`config.mk`:
```
export PLATFORM = sky130hd
export DESIGN_NAME = rx_frame_counter
export DESIGN_NICKNAME = d
export VERILOG_FILES = /design/src/rtl/rx_frame_counter.sv
export SDC_FILE = /design/constraint.sdc
export NUM_CORES = 1
export LEC_CHECK = 0
export CAP_MARGIN = 20
export CORE_ASPECT_RATIO = 1.5
export CORE_MARGIN = 2
export CORE_UTILIZATION = 54
export DETAILED_ROUTE_END_ITERATION = 8
export DONT_BUFFER_PORTS = 1
export HOLD_SLACK_MARGIN = 0.15
export PLACE_DENSITY = 0.83
export SYNTH_ARGS = -nofsm -noshare
export SYNTH_HDL_FRONTEND = slang
export SYNTH_SLANG_ARGS = --single-unit
```
`constraint.sdc`:
```
create_clock -name clk -period 2.8 [get_ports clk]
set_clock_uncertainty 0.05 [all_clocks]
set_input_delay 0.28 -clock clk [delete_from_list [all_inputs] [get_ports clk]]
set_output_delay 0.28 -clock clk [all_outputs]
set_load 0.02 [all_outputs]
```
`src/rtl/rx_frame_counter.sv`:
```
// rx_frame_counter: oversampling edge/bit counter for the UART receive path.
// Ports: clk, rst (async active-low), enable, prescale, par_en in;
//        edge_cnt, bit_cnt, samp_en, samp_last, bit_done, frame_done, cfg_err out.
module rx_frame_counter #(
    parameter int MAX_PRESCALE = 32,
    parameter int EDGE_W       = $clog2(MAX_PRESCALE),
    parameter int DATA_W       = 8,
    parameter int BIT_W        = 4
) (
    input  logic              clk,
    input  logic              rst,
    input  logic              enable,
    input  logic [EDGE_W:0]   prescale,
    input  logic              par_en,
    output logic [EDGE_W-1:0] edge_cnt,
    output logic [BIT_W-1:0]  bit_cnt,
    output logic              samp_en,
    output logic              samp_last,
    output logic              bit_done,
    output logic              frame_done,
    output logic              cfg_err
);

    localparam int PW = EDGE_W + 1;
    localparam logic [EDGE_W:0]   PS_MIN = PW'(4);
    localparam logic [EDGE_W:0]   PS_MAX = PW'(MAX_PRESCALE);
    localparam logic [EDGE_W:0]   PS_DEF = PW'(8);
    localparam logic [EDGE_W:0]   P_ONE  = PW'(1);
    localparam logic [EDGE_W:0]   P_TWO  = PW'(2);
    localparam logic [EDGE_W-1:0] E_ONE  = EDGE_W'(1);
    localparam logic [BIT_W-1:0]  B_ONE  = BIT_W'(1);
    localparam logic [BIT_W-1:0]  B_BASE = BIT_W'(DATA_W + 1);

    typedef enum logic {IDLE, COUNT} state_t;

    state_t            state;
    state_t            state_nxt;
    logic [EDGE_W:0]   ps_l;
    logic              par_l;
    logic [EDGE_W-1:0] edge_nxt;
    logic [BIT_W-1:0]  bit_nxt;
    logic              latch;

    logic              ps_legal;
    logic [EDGE_W:0]   ps_new;
    logic [EDGE_W:0]   ps_eff;
    logic              par_eff;
    logic [EDGE_W:0]   edge_x;
    logic [EDGE_W:0]   half;
    logic [BIT_W-1:0]  last_bit;
    logic              wrap_e;
    logic              wrap_f;
    logic              act;

    // While idle the incoming config is the one that will be latched on
    // this cycle, so the first enabled cycle already decodes with it.
    always_comb begin
        ps_legal = (prescale >= PS_MIN) && (prescale <= PS_MAX) &&
                   ((prescale & (prescale - P_ONE)) == '0);
        ps_new   = ps_legal ? prescale : PS_DEF;
        ps_eff   = (state == IDLE) ? ps_new : ps_l;
        par_eff  = (state == IDLE) ? par_en : par_l;
        edge_x   = {1'b0, edge_cnt};
        half     = ps_eff >> 1;
        last_bit = B_BASE + {{(BIT_W-1){1'b0}}, par_eff};
        wrap_e   = (edge_x == ps_eff - P_ONE);
        wrap_f   = wrap_e && (bit_cnt == last_bit);
        act      = enable && rst;
    end

    // Sample window is mid-1..mid+1 with mid = ps/2-1.
    always_comb begin
        samp_en    = act && ((edge_x == half - P_TWO) ||
                             (edge_x == half - P_ONE) ||
                             (edge_x == half));
        samp_last  = act && (edge_x == half);
        bit_done   = act && wrap_e;
        frame_done = act && wrap_f;
    end

    always_comb begin
        state_nxt = state;
        edge_nxt  = edge_cnt;
        bit_nxt   = bit_cnt;
        latch     = 1'b0;
        if (!enable) begin
            state_nxt = IDLE;
            edge_nxt  = '0;
            bit_nxt   = '0;
        end else begin
            state_nxt = COUNT;
            if (state == IDLE)
                latch = 1'b1;
            if (wrap_e) begin
                edge_nxt = '0;
                if (wrap_f) begin
                    bit_nxt = '0;
                    latch   = 1'b1;
                end else begin
                    bit_nxt = bit_cnt + B_ONE;
                end
            end else begin
                edge_nxt = edge_cnt + E_ONE;
            end
        end
    end

    always_ff @(posedge clk or negedge rst) begin
        if (!rst) begin
            state    <= IDLE;
            edge_cnt <= '0;
            bit_cnt  <= '0;
            ps_l     <= PS_DEF;
            par_l    <= 1'b0;
            cfg_err  <= 1'b0;
        end else begin
            state    <= state_nxt;
            edge_cnt <= edge_nxt;
            bit_cnt  <= bit_nxt;
            if (latch) begin
                ps_l    <= ps_new;
                par_l   <= par_en;
                cfg_err <= !ps_legal;
            end
        end
    end

endmodule

```
==> run_results.csv <==
group,metric,value,unit
route,wl_per_cell,19.1,um
yosys,synth_top_area_cell,"dfrtp_1",
yosys,synth_cell_types,51,
cells_and_area,drive_above_1_share,23.0,%
hold_path,hold_class,"primary input to flip-flop",
power_and_ir_drop,power_leakage,0.879,nW
timing,relSlewSlack,39.7,%
power_and_ir_drop,swShare,32.8,%
floorplanning,die_y,73.3,um
placed_design,port_buffers,0,
power_and_ir_drop,seq_power_share,43.1,%
setup_path,cp_num_buf_inv,0,
run_status,outcome,"completed",
placed_design,hpwl,3490,um
cts,cts_tree,"built",
cells_and_area,fin_nets,248,
yosys,yosys_warnings,0,
yosys,syn_inst,212,
route,drt_iter0_markers,111,
power_and_ir_drop,p_int,0.473,mW
floorplanning,rows,25,
grt,grt_overflow,0,
setup_path,cpMostUsedCell,"o211a_1",
floorplanning,core-area,3100,um2
power_and_ir_drop,powerDensity,334,nW/um2
setup_path,worstPathCellList,"and2_4 > a21oi_4 > ha_2 > and3_4 > o21a_1 > o211a_1 > o211a_1 > nand2_4 > nor3_4",
hold_path,hp-start,"enable",
yosys,synth-main-ff-cell,"dfrtp_1",
grt,met3_usage,2.85,%
floorplanning,pin_count,24,
setup_path,startpoint,"state$_DFF_PN0_",
setup_path,cp.arrival,2.47,ns
cells_and_area,area_growth,21.8,%
power_and_ir_drop,p_sw,0.230,mW
timing,fmaxAchievable,0.358,GHz
floorplanning,start_util,55.9,%
yosys,synthTopCellsByArea,"dfrtp_1, ha_1, xnor2_1, nand3_1, nor3_1",
setup_path,critPathLaunchType,"flip-flop",
grt,grt_use_total,27.6,%
setup_path,cp_top_family,"compound AO/OA/AOI/OAI gates",
setup_path,cp_slowest_stage_delay,0.47,ns
floorplanning,die-area,3680,um2
grt,antenna_found_initial,0,
yosys,ys_seq_area_share,26.1,%
yosys,synth_seq_cells,18,
cts,path_clk_slew,0.07,ns
cts,clk_path_buf_depth,2,
route,via_per_inst,6.81,
yosys,async_reset_ff_share,100,%
cts,clkLatencyLatePin,0.26,ns
timing,worst_slack,0.00452,ns
setup_path,cp.depth,9,
yosys,synth_edf_count,0,
power_and_ir_drop,irDropWorstVdd,0.392,mV
route,routed_wl,5160,um
yosys,synth_nets,229,
route,drcViolationCount,0,
hold_path,worstHoldPathCells,2,
cells_and_area,fill_cells,222,
floorplanning,die_x,50.2,um
route,first_pass_iters,5,
timing,worst_pin_slew,0.901,ns
cells_and_area,post-route-util,68.1,%
setup_path,worst_setup_path_end_kind,"output pin",
timing,report.final.slew_viol_count,0,
grt,grt_busiest_layer,"met2",
grt,grt_max_degree,19,
setup_path,crit_type,"flip-flop to output pin",
timing,period_needed,2.80,ns
power_and_ir_drop,combPwrFrac,29.8,%
setup_path,required,2.47,ns
setup_path,cp_slowest_cell,"dfrtp_2",
cts,numCtsBuffers,3,
yosys,synth_area_per_cell,8.16,um2
setup_path,critPathMaxFanout,7,
grt,use_met1,31.5,%
placed_design,place_ws,-0.0330,ns
setup_path,r2r-start,"state$_DFF_PN0_",
yosys,syn_area,1730,um2
flow_run,drv_cap,0,
cts,h-tree-depth,1,
setup_path,reg2reg_depth,12,
grt,grt_util_met2,50.4,%
cts,root_buffer,"clkbuf_8",
power_and_ir_drop,clock_power_share,27.1,%
grt,grt_pass1_wl,7780,um
cts,numClockSinks,18,
placed_design,place_congestion,0.917,
timing,final-setup-viol-count,0,
timing,hold_violations,0,
route,vias,1840,
grt,grt_pass1_vias,1658,
timing,min_period_over_period,99.8,%
route,ant_nets,0,
yosys,synth_top_area_share,24.6,%
cells_and_area,antenna_cells,0,
-- cells by family (layout without fill, tap and decap cells) --
group                      Yosys count  in the layout  synth area share [%]
and+or+nand+nor                     89             89                  27.5
AOI/OAI and AO/OA                   56             56                  24.3
buffers and inverters               22             40                  5.64
DFF                                 18             18                  26.1
xor gates and xnor gates            15             15                  8.46
adders and majority gates            7              7                  5.06
muxes                                5              5                  2.89
-- state kept, by name, summed over array words and instances, names as in the netlist --
signal / count
bit_cnt: 4
state: 1
cfg_err: 1
ps_l: 6
par_l: 1
edge_cnt: 5
-- final timing paths --
| kind | end | slack [ns] |
|---|---|---|
| setup / recovery | frame_done | 0.005 |
| hold / removal | ps_l[2]$_DFFE_PN0P_ | 0.15 |
| setup reg to reg | par_l$_DFFE_PN0P_ | 0.11 |
| hold reg to reg | ps_l[2]$_DFFE_PN0P_ | 0.53 |
| max in group asynchronous | state$_DFF_PN0_ | 1.54 |
| min in group asynchronous | edge_cnt[0]$_DFF_PN0_ | 0.54 |
-- cell usage after synthesis (2+ instances only) --
cell,n
dfrtp_1,17
nand2_1,15
nand3_1,15
clkbuf_1,12
nor2_1,12
nor3_1,12
o21ai_0,10
xnor2_1,9
a21oi_1,8
inv_1,8
ha_1,7
nand2b_1,7
o211ai_1,7
and2_1,6
and3_1,6
mux2i_1,5
xor2_1,5
a222oi_1,4
o311a_1,4
a211o_1,3
a31oi_1,3
a221oi_1,2
buf_6,2
nand3b_1,2
nand4_1,2
nor2b_1,2
o211a_1,2
o31ai_1,2
-- placed cells by master (no fill, tap or decap), types with 3 or more instances in the layout --
cell type / instances
and3_1: 5
xor2_1: 4
o211ai_1: 7
o311a_1: 4
buf_4: 24
a222oi_1: 4
ha_1: 4
nor2_1: 11
o21ai_0: 10
a211o_1: 3
and2_1: 5
nand2b_1: 7
nor3_1: 9
dfrtp_1: 16
clkbuf_8: 3
mux2i_1: 5
a31oi_1: 3
inv_1: 8
xnor2_1: 9
nand3_1: 15
nand2_1: 13
a21oi_1: 7
-- timing repair --
| item | in CTS | in global routing |
|---|---|---|
| hold buffers | 2 | 0 |
| gates resized for setup | 12 | 8 |
| pin swaps | 5 | 10 |
| buffers inserted | 7 | 8 |
| endpoints found under the hold margin | 21 | 0 |
| setup endpoints to repair | 5 | 7 |
-- layer usage --
| layer | part of all wire (%) | wire length (um) | vias to the layer above |
|---|---|---|---|
| li1 | - | - | 840 |
| met1 | 34 | 1750 | 856 |
| met2 | 52 | 2710 | 114 |
| met3 | 7.9 | 407 | 30 |
| met4 | 5.8 | 298 | 0 |
| met5 | 0 | 0 | - |
-- power groups by stage --
| stage | registers [mW] | clock network [mW] | logic, mW |
|---|---|---|---|
| floorplan | 0.294 | 0 | 0.143 |
| global placement | 0.306 | 0 | 0.163 |
| detailed placement | 0.306 | 0 | 0.166 |
| CTS | 0.302 | 0.188 | 0.187 |
| global route | 0.305 | 0.198 | 0.225 |
| finish | 0.303 | 0.191 | 0.209 |
-- per-stage QoR --
stage               instances  TNS, ns  power, mW  area (um2)  hold WS, ns
floorplan                 212        0      0.438        1780      -0.0656
global placement          249        0      0.469        1840      -0.0652
detailed placement        249  -0.0330      0.472        1840      -0.0653
CTS                       262        0      0.677        2000        0.152
global route              270  -0.0498      0.728        2110        0.160
finish                    270        0      0.703        2110        0.153
-- layout make-up --
cell class	instances	area [um2]	area share (%)
multi-input cells	172	1300	61.8
inverters	8	30.0	1.42
well taps	40	50.0	2.37
repair buffers	28	226	10.7
clock buffers	4	45.0	2.14
flip-flops and latches	18	453	21.5
No activity file was read; power rests on OpenSTA's default activity.
